### src/rtl/rv_pipe_pkg.sv
// Shared pipeline types and constants for the fetch stage and its neighbours.
package rv_pipe_pkg;
  localparam int XLEN = 32;
  localparam logic [XLEN-1:0] NOP_INSTR = 32'h0000_0013;
  localparam logic [XLEN-1:0] PC_STEP   = 32'd4;

  typedef struct packed {
    logic [XLEN-1:0] pc;
    logic [XLEN-1:0] instr;
  } fetch_entry_t;
endpackage

### src/rtl/if_fetch_ctrl_if.sv
// Instruction-memory request/response port: in-order, responses always accepted.
interface if_fetch_ctrl_if;
  import rv_pipe_pkg::*;
  logic            imem_req_valid;
  logic            imem_req_ready;
  logic [XLEN-1:0] imem_req_addr;
  logic            imem_rsp_valid;
  logic [XLEN-1:0] imem_rsp_data;

  modport master (output imem_req_valid, imem_req_addr,
                  input  imem_req_ready, imem_rsp_valid, imem_rsp_data);
  modport slave  (input  imem_req_valid, imem_req_addr,
                  output imem_req_ready, imem_rsp_valid, imem_rsp_data);
endinterface

### src/rtl/if_fetch_ctrl_fetch_fifo.sv
// Small synchronous FIFO with flush; head is read straight from the storage registers.
module fetch_fifo #(
  parameter int  DEPTH = 2,
  parameter type T     = rv_pipe_pkg::fetch_entry_t
) (
  input  logic                       clk,
  input  logic                       rst_n,
  input  logic                       flush,
  input  logic                       push,
  input  T                           push_data,
  input  logic                       pop,
  output T                           head,
  output logic [$clog2(DEPTH+1)-1:0] occ,
  output logic                       empty
);
  localparam int AW = $clog2(DEPTH);
  localparam int CW = $clog2(DEPTH+1);

  T              mem [DEPTH];
  logic [AW-1:0] rd_ptr, wr_ptr;
  logic          full, do_push, do_pop;

  assign empty   = (occ == '0);
  assign full    = (occ == CW'(DEPTH));
  assign do_pop  = pop && !empty && !flush;
  // A pop frees the slot in the same cycle, so a full FIFO can still take a push.
  assign do_push = push && (!full || do_pop) && !flush;
  assign head    = mem[rd_ptr];

  always_ff @(posedge clk or negedge rst_n) begin
    if (!rst_n) begin
      rd_ptr <= '0;
      wr_ptr <= '0;
      occ    <= '0;
    end else if (flush) begin
      rd_ptr <= '0;
      wr_ptr <= '0;
      occ    <= '0;
    end else begin
      if (do_push) wr_ptr <= wr_ptr + 1'b1;
      if (do_pop)  rd_ptr <= rd_ptr + 1'b1;
      occ <= occ + CW'(do_push) - CW'(do_pop);
    end
  end

  always_ff @(posedge clk) begin
    if (do_push) mem[wr_ptr] <= push_data;
  end
endmodule

### src/rtl/if_fetch_ctrl.sv
// Instruction-fetch control: PC, in-order imem requests, response buffer, redirect flush.
// Define FETCH_BYPASS_EN for a zero-latency response path when the buffer is empty.
module if_fetch_ctrl
  import rv_pipe_pkg::*;
#(
  parameter logic [XLEN-1:0] RESET_PC   = 32'h0000_0000,
  parameter int              FIFO_DEPTH = 2
) (
  input  logic                   clk,
  input  logic                   rst_n,
  if_fetch_ctrl_if.master        bus,
  input  logic                   redirect_valid,
  input  logic [XLEN-1:0]        redirect_pc,
  input  logic                   ifid_write,
  output logic [XLEN-1:0]        instruction,
  output logic [XLEN-1:0]        pc_out,
  output logic                   instr_valid
);
  localparam int CW = $clog2(FIFO_DEPTH+1);

  logic [XLEN-1:0] pc;
  logic [CW-1:0]   inflight, discard, occ, pcq_occ_unused;
  logic            empty, pcq_empty_unused;
  fetch_entry_t    head;
  logic [XLEN-1:0] pcq_head;
  logic            issue, rsp_live, byp_hit, byp_take, fifo_push, fifo_pop;

  // Credit limit: in-flight plus buffered words never exceed the buffer size.
  assign bus.imem_req_valid = rst_n && !redirect_valid &&
                              ((int'(inflight) + int'(occ)) < FIFO_DEPTH);
  assign bus.imem_req_addr  = pc;
  assign issue              = bus.imem_req_valid && bus.imem_req_ready;
  assign rsp_live           = bus.imem_rsp_valid && (discard == '0) && !redirect_valid;

`ifdef FETCH_BYPASS_EN
  assign byp_hit = rsp_live && empty;
`else
  assign byp_hit = 1'b0;
`endif
  assign byp_take  = byp_hit && ifid_write;
  assign fifo_push = rsp_live && !byp_take;
  assign fifo_pop  = !empty && ifid_write && !redirect_valid;

  assign instr_valid = !empty || byp_hit;
  assign instruction = !empty ? head.instr : (byp_hit ? bus.imem_rsp_data : NOP_INSTR);
  assign pc_out      = !empty ? head.pc    : (byp_hit ? pcq_head          : '0);

  fetch_fifo #(.DEPTH(FIFO_DEPTH), .T(fetch_entry_t)) u_buf (
    .clk       (clk),
    .rst_n     (rst_n),
    .flush     (redirect_valid),
    .push      (fifo_push),
    .push_data ('{pc: pcq_head, instr: bus.imem_rsp_data}),
    .pop       (fifo_pop),
    .head      (head),
    .occ       (occ),
    .empty     (empty)
  );

  // Stale responses were flushed from this queue already, so they must not pop it.
  fetch_fifo #(.DEPTH(FIFO_DEPTH), .T(logic [XLEN-1:0])) u_pcq (
    .clk       (clk),
    .rst_n     (rst_n),
    .flush     (redirect_valid),
    .push      (issue),
    .push_data (pc),
    .pop       (bus.imem_rsp_valid && (discard == '0)),
    .head      (pcq_head),
    .occ       (pcq_occ_unused),
    .empty     (pcq_empty_unused)
  );

  always_ff @(posedge clk or negedge rst_n) begin
    if (!rst_n) begin
      pc       <= RESET_PC;
      inflight <= '0;
      discard  <= '0;
    end else begin
      inflight <= inflight + CW'(issue) - CW'(bus.imem_rsp_valid);
      if (redirect_valid) begin
        pc      <= redirect_pc;
        discard <= inflight - CW'(bus.imem_rsp_valid);
      end else begin
        if (issue) pc <= pc + PC_STEP;
        if (bus.imem_rsp_valid && (discard != '0)) discard <= discard - 1'b1;
      end
    end
  end
endmodule

### src/flat_wrapper.sv
// flat-port wrapper written by rule: the top's interface ports become plain ports
module if_fetch_ctrl_flat import rv_pipe_pkg::*;
#(
  parameter logic [XLEN-1:0] RESET_PC   = 32'h0000_0000,
  parameter int              FIFO_DEPTH = 2
)
  (clk, rst_n, redirect_valid, redirect_pc, ifid_write, instruction, pc_out, instr_valid, bus_imem_req_valid, bus_imem_req_addr, bus_imem_req_ready, bus_imem_rsp_valid, bus_imem_rsp_data);
  if_fetch_ctrl_if bus_i ();
  input  logic clk;
  input  logic rst_n;
  input  logic redirect_valid;
  input  logic [XLEN-1:0] redirect_pc;
  input  logic ifid_write;
  output logic [XLEN-1:0] instruction;
  output logic [XLEN-1:0] pc_out;
  output logic instr_valid;
  output wire logic [$bits(bus_i.imem_req_valid)-1:0] bus_imem_req_valid;
  output wire logic [$bits(bus_i.imem_req_addr)-1:0] bus_imem_req_addr;
  input wire logic [$bits(bus_i.imem_req_ready)-1:0] bus_imem_req_ready;
  input wire logic [$bits(bus_i.imem_rsp_valid)-1:0] bus_imem_rsp_valid;
  input wire logic [$bits(bus_i.imem_rsp_data)-1:0] bus_imem_rsp_data;
  assign bus_imem_req_valid = bus_i.imem_req_valid;
  assign bus_imem_req_addr = bus_i.imem_req_addr;
  assign bus_i.imem_req_ready = bus_imem_req_ready;
  assign bus_i.imem_rsp_valid = bus_imem_rsp_valid;
  assign bus_i.imem_rsp_data = bus_imem_rsp_data;
  if_fetch_ctrl #(.RESET_PC(RESET_PC), .FIFO_DEPTH(FIFO_DEPTH)) u_core (.clk(clk), .rst_n(rst_n), .bus(bus_i), .redirect_valid(redirect_valid), .redirect_pc(redirect_pc), .ifid_write(ifid_write), .instruction(instruction), .pc_out(pc_out), .instr_valid(instr_valid));
endmodule
### config.mk
export PLATFORM = sky130hd
export DESIGN_NAME = if_fetch_ctrl_flat
export DESIGN_NICKNAME = d
export VERILOG_FILES = /design/src/rtl/rv_pipe_pkg.sv /design/src/rtl/if_fetch_ctrl_if.sv /design/src/rtl/if_fetch_ctrl_fetch_fifo.sv /design/src/rtl/if_fetch_ctrl.sv /design/src/flat_wrapper.sv
export SDC_FILE = /design/constraint.sdc
export NUM_CORES = 1
export LEC_CHECK = 0
export ABC_AREA = 1
export ABC_CLOCK_PERIOD_IN_PS = 5000
export CAP_MARGIN = 30
export CORE_UTILIZATION = 53
export CTS_CLUSTER_SIZE = 28
export DETAILED_ROUTE_END_ITERATION = 8
export PLACE_DENSITY = 0.87
export SYNTH_ARGS = -nofsm -noshare
export SYNTH_HDL_FRONTEND = slang
export SYNTH_SLANG_ARGS = --single-unit
### constraint.sdc
create_clock -name clk -period 5 [get_ports clk]
set_input_delay 1.25 -clock clk [delete_from_list [all_inputs] [get_ports clk]]
set_output_delay 1.25 -clock clk [all_outputs]
set_load 0.01 [all_outputs]
==> flow_summary.json <==
{
  "first_pass_iters": 5,
  "vias": 7157,
  "antenna_found_initial": 0,
  "wl_mm": 21.4,
  "hold_class": "reg2reg",
  "synth_edf_count": 192,
  "ys_ff_latch": 236,
  "critPathLaunchType": "primary input",
  "num_rows": 50,
  "synthesis.nets": 1024,
  "crit_type": "in2out",
  "ys_types": 37,
  "p_per_area_mw_per_mm2": 419,
  "synth_ff_type": "edfxtp_1",
  "clock_skew_ps": 14.3,
  "drtIter0Drc": 351,
  "grt_pass1_wl_mm": 34.5,
  "yosys.area_share.simple": 0.205,
  "clock-sinks": 236,
  "antenna_cells": 0,
  "routed_via_density": 5.25,
  "cts_made_buffers": 23,
  "area_growth_pct": 26.5,
  "gr-total-overflow": 0,
  "p_leak_nw": 4.92,
  "cts_tree": "yes",
  "pin_count": 168,
  "cp_data_required_time_ps": 3750,
  "wl_per_cell_um": 15.7,
  "die_area_mm2": 0.0197,
  "synthAdderAreaFrac": 0.0119,
  "design_area_mm2": 0.0128,
  "synthCells": 945,
  "clock.fmax_mhz": 261,
  "peakVddDrop_mv": 0.235,
  "portBuffers": 167,
  "end_kind": "output pin",
  "track_usage": 0.222,
  "synth-seq-area-share": 0.678,
  "async_flop_share": 0.186,
  "hpwl_mm": 14.0,
  "yosysWarnings": 0,
  "min_period_over_period": 0.766,
  "setup_tns_ps": 0,
  "gp_congestion": 0.871,
  "cts_max_level": 1,
  "rsz0062_at_grt": "false",
  "arrival_ps": 2580,
  "synth_top_family_by_area": "simple AND/OR/NAND/NOR gates",
  "layout.nets": 1191,
  "synth_compound_area_frac": 0.0527,
  "dieWidth_um": 140,
  "status": "completed",
  "cts_resized": 0,
  "num-fill-cells": 1313,
  "hold_violations": 0,
  "synthesis.area_mm2": 0.0101,
  "clk_pin_slew_worst_paths_ps": 60,
  "period_minus_slack_ps": 3830,
  "utilization": 0.685,
  "whs_ps": 522,
  "cts_setup_buffers": 0,
  "syn_avg_cell_area_um2": 10.7,
  "grt_start_max_net_pins": 66,
  "die_y_um": 140,
  "drv_cap": 0,
  "dpl_cell_area_mm2": 0.0120,
  "final_layout_size_suffix_gt1_frac": 0.0806,
  "synthXorXnorAreaFrac": 0.0104,
  "insertion_delay_ps": 510,
  "cts_root_buf": "clkbuf_16",
  "slew_headroom": 0.355,
  "antenna_left": 0,
  "first_global_vias": 6950,
  "setup_viol": 0,
  "hold_buffers": 0,
  "synthMuxAreaShare": 0,
  "clk_path_buf_depth": 3,
  "tightest_slew_ps": 962,
  "core_area_mm2": 0.0187,
  "crit_fanout": 3,
  "start_util": 0.542,
  "drcViolationCount": 0,
  "slew_violations": 0
}
[flip-flops by register name, summed over array words and instances, names as in the netlist]
name	count
u_core.u_pcq.occ	2
u_core.u_pcq.rd_ptr	1
u_core.u_buf.rd_ptr	1
u_core.u_pcq.mem	64
u_core.inflight	2
u_core.discard	2
u_core.bus.imem_req_addr	32
u_core.u_pcq.wr_ptr	1
u_core.u_buf.mem	128
u_core.u_buf.occ	2
u_core.u_buf.wr_ptr	1
[routing by layer]
metal  GRT usage  wire length, µm  vias up
met4      0.0735              455        0
met5           0                0        -
met1       0.293             9150     3379
met2       0.378            10400      248
met3      0.0352             1400       35
li1            -                -     3495
[path summary, 6_finish.rpt]
kind                       cells past startpoint                       to                        start  slack, ps
min in group asynchronous                      2      u_core.u_buf.occ[0]                        rst_n        910
min                                            0   u_core.u_pcq.mem[0][1]  u_core.bus.imem_req_addr[1]        520
min reg2reg                                    0   u_core.u_pcq.mem[0][1]  u_core.bus.imem_req_addr[1]        520
max in group asynchronous                      2      u_core.u_buf.rd_ptr                        rst_n       3670
max reg2reg                                    9  u_core.u_pcq.mem[0][21]          u_core.u_buf.occ[0]       1860
max                                            5       bus_imem_req_valid               redirect_valid       1170
[layout by cell type, fill, tap and decap left out, types with 10 or more instances in the layout]
cell	Yosys	routed
buf_4	2	10
o21ai_0	17	17
inv_1	57	56
clkdlybuf4s50_1	0	166
nor2_1	36	32
clkbuf_16	0	23
nor2_4	9	11
dfrtp_1	44	43
edfxtp_1	192	192
a21oi_1	65	65
nand2_1	365	365
nand3_1	54	54
[worst max-delay path: stages]
cell,delay (ps)
clkdlybuf4s50_1,510
nor2_4,160
nand3_1,80
inv_1,60
clkdlybuf4s50_1,520
[synthesized netlist by cell type, types with 2 or more instances]
library cell,instances,area share
a21oi_1,65,0.032
buf_2,12,0.0059
buf_4,2,0.0015
buf_6,3,0.0033
clkbuf_1,18,0.0067
dfrtp_1,44,0.11
edfxtp_1,192,0.57
ha_1,8,0.0099
inv_1,57,0.021
inv_2,4,0.0015
nand2_1,365,0.14
nand2_2,6,0.0037
nand2_4,4,0.0044
nand3_1,54,0.027
nand4_1,2,0.0012
nor2_1,36,0.013
nor2_2,6,0.0037
nor2_4,9,0.010
nor3_1,5,0.0025
o211ai_1,4,0.0030
o21ai_0,17,0.0084
o21bai_1,7,0.0052
xnor2_1,7,0.0061
xor2_1,5,0.0043
[cell families after synthesis]
kind of cell / count (synthesis)
xor gates and xnor gates: 12
buffers and inverters: 99
adders and majority gates: 9
and+or+nand+nor: 491
DFF: 236
AOI/OAI and AO/OA: 98
[stage by stage]
step	power (W)	worst slack, ps	std cells
3_5_place_dp	0.00365	1090	1320
4_1_cts	0.00539	1150	1362
5_1_grt	0.00561	1090	1363
3_3_place_gp	0.00360	1150	1319
6_report	0.00536	1170	1363
2_1_floorplan	0.00308	-37.8	945
[cell type report]
cell class | count | area, µm² | area share
tap | 234 | 293 | 0.0228
multi-input combinational | 610 | 2860 | 0.223
timing repair buffer | 179 | 1790 | 0.140
sequential | 236 | 6870 | 0.536
inverter | 62 | 233 | 0.0182
clock inverter | 16 | 171 | 0.0134
clock buffer | 26 | 607 | 0.0473
[where the power goes]
group,total (W),switching (W),internal [W]
logic,0.00113,0.000631,0.000496
registers,0.00248,0.000146,0.00234
clock network,0.00175,0.000721,0.00103
total,0.00536,0.00150,0.00387
No activity file was read; power rests on OpenSTA's default activity.
==> edit (same flow settings) <==
Set the package constant `XLEN` to 48 (it was 32).
--- a/src/rtl/rv_pipe_pkg.sv
+++ b/src/rtl/rv_pipe_pkg.sv
@@ -1,5 +1,5 @@
 // Shared pipeline types and constants for the fetch stage and its neighbours.
 package rv_pipe_pkg;
-  localparam int XLEN = 32;
+  localparam int XLEN = 48;
   localparam logic [XLEN-1:0] NOP_INSTR = 32'h0000_0013;
   localparam logic [XLEN-1:0] PC_STEP   = 32'd4;
Ports: changed (5 resized); port bits go from 168 to 248. The function was not compared with the original's and may differ.
==> edit against the unedited design <==
Sequential power is 47% higher; total power is 49% higher; design area is 48% higher; worst setup slack worse by 0.30 ns; wire length is 67% higher; synthesized area is 48% higher; sequential cell count is 112 higher; die area is 47% higher.
==> edit: results (changes against the unedited design) <==
setup_path:
  crit_path_start: "u_core.u_buf.rd_ptr$_DFFE_PN0P_"
  cp_max_fo: 51  # +48
  critPathMaxStageDelay_ns: 0.59  # +0.07 ns
  critPathArrivalTime_ns: 2.88  # +0.30 ns
global_route:
  grt_pass1_vias: 10600  # +53%
  grt_usage_pct: 24.7  # +2.4 points
  grt_max_degree: 98  # +48%
  grt_pass1_wl_um: 55100  # +60%
route:
  via_per_inst: 5.32  # +1.3%
  wl_met1_um: 14400  # +58%
  dr.pass1.iters: 5  # unchanged
  avgRoutedWirePerCell_um: 17.3  # +10%
  routed-wl-met2_um: 17200  # +65%
  drtIter0Drc: 901  # +160%
  wl_um: 35800  # +67%
  dr_wl_met3_um: 2920  # +110%
sta:
  clock_skew_ns: 0.0138  # -0.000423 ns
  relSlewSlack_pct: 42.3  # +6.8 points
placed_design:
  dp_worst_setup_slack_ns: 1.39  # +0.305 ns
  dp_hpwl_um: 23600  # +69%
  place.port_buffers: 247  # +48%
  gp_congestion: 0.943  # +8.2%
  placed_area_um2: 17800  # +48%
  dp_cells: 2004  # +52%
synth:
  synth_edf_count: 288  # +50%
  ys_seq_area_share_pct: 67.8  # about the same
  synth-async-reset-ratio_pct: 17.2  # -1.4 points
  synth.distinct_cells: 39  # +5.4%
  syn-num-nets: 1535  # +50%
  synth_top_cells_by_area: "edfxtp_1, nand2_1, dfrtp_1"
  netlist_instances: 1424  # +51%
  ys_top_cells_by_count: "nand2_1, edfxtp_1, a21oi_1"
  netlist.area_leader.share_pct: 57.8  # +0.88 points
power_and_ir_drop:
  p_sw_w: 0.00222  # +48%
  vdd_drop_max_mv: 0.218  # -7.4%
  p_leak_nw: 7.31  # +49%
finish:
  drive_gt1_share_pct: 6.39  # -1.7 points
  nets: 1776  # +49%
  largest_reg_flops: 192  # +50%
clock_tree:
  cts_root_buf: "clkbuf_16"
  cts_buffers: 36  # +57%
  postCtsSetupBuffers: 0  # unchanged
  clk_pin_slew_ns: 0.06  # about the same
  cts_max_level: 2  # +1
run_status:
  outcome: "finished, final reports clean"
min_path:
  hold_class: "flop to flop"
  min_from: "u_core.bus.imem_req_addr[1]$_DFFE_PN0P_"
[edit: cell type report]
type                            instances  area [um2]
Sequential cell                       348       10200
Multi-Input combinational cell        931        4240
Clock inverter                         21         235
Timing Repair Buffer                  260        2620
Inverter                               88         333
Tap cell                              378         473
Fill cell                            2001        8770
Clock buffer                           42         955
[edit: per-layer routing]
layer,vias to the layer above,track usage [%]
met5,-,0
met2,487,40.5
li1,5221,-
met4,0,10.1
met3,83,4.26
met1,5205,32.7
[edit: through the flow]
stage          power [W]  util (%)
2_1_floorplan    0.00449         -
3_5_place_dp     0.00534      64.0
4_1_cts          0.00803      68.3
6_report         0.00799      68.4
3_3_place_gp     0.00528      64.0
5_1_grt          0.00831      68.4
[edit: kinds of logic (layout without fill, tap and decap cells)]
family,after synthesis,after routing,synth area share (%)
and+or+nand+nor,751,751,20.6
adders and majority gates,9,9,0.803
DFF,348,348,67.8
buffers and inverters,145,411,4.08
xor gates and xnor gates,23,23,1.35
AOI/OAI and AO/OA,148,148,5.35
[edit: path summary, 6_finish.rpt]
path	to	depth (start not counted)	slack (ns)
max	pc_out[46]	5	0.87
min	u_core.u_pcq.mem[1][1]$_DFFE_PP_	0	0.50
max reg2reg	u_core.bus.imem_req_addr[28]$_DFFE_PN0N_	12	2.15
min reg2reg	u_core.u_pcq.mem[1][1]$_DFFE_PP_	0	0.50
max in group asynchronous	u_core.u_buf.rd_ptr$_DFFE_PN0P_	2	3.47
min in group asynchronous	u_core.u_buf.rd_ptr$_DFFE_PN0P_	2	0.94
[edit: power groups by stage]
stage,Sequential (W),Combinational [W],Clock (W)
global placement,0.00369,0.00159,0
global route,0.00368,0.00180,0.00283
floorplan,0.00367,0.000819,0
CTS,0.00365,0.00165,0.00273
finish,0.00365,0.00164,0.00270
detailed placement,0.00370,0.00164,0
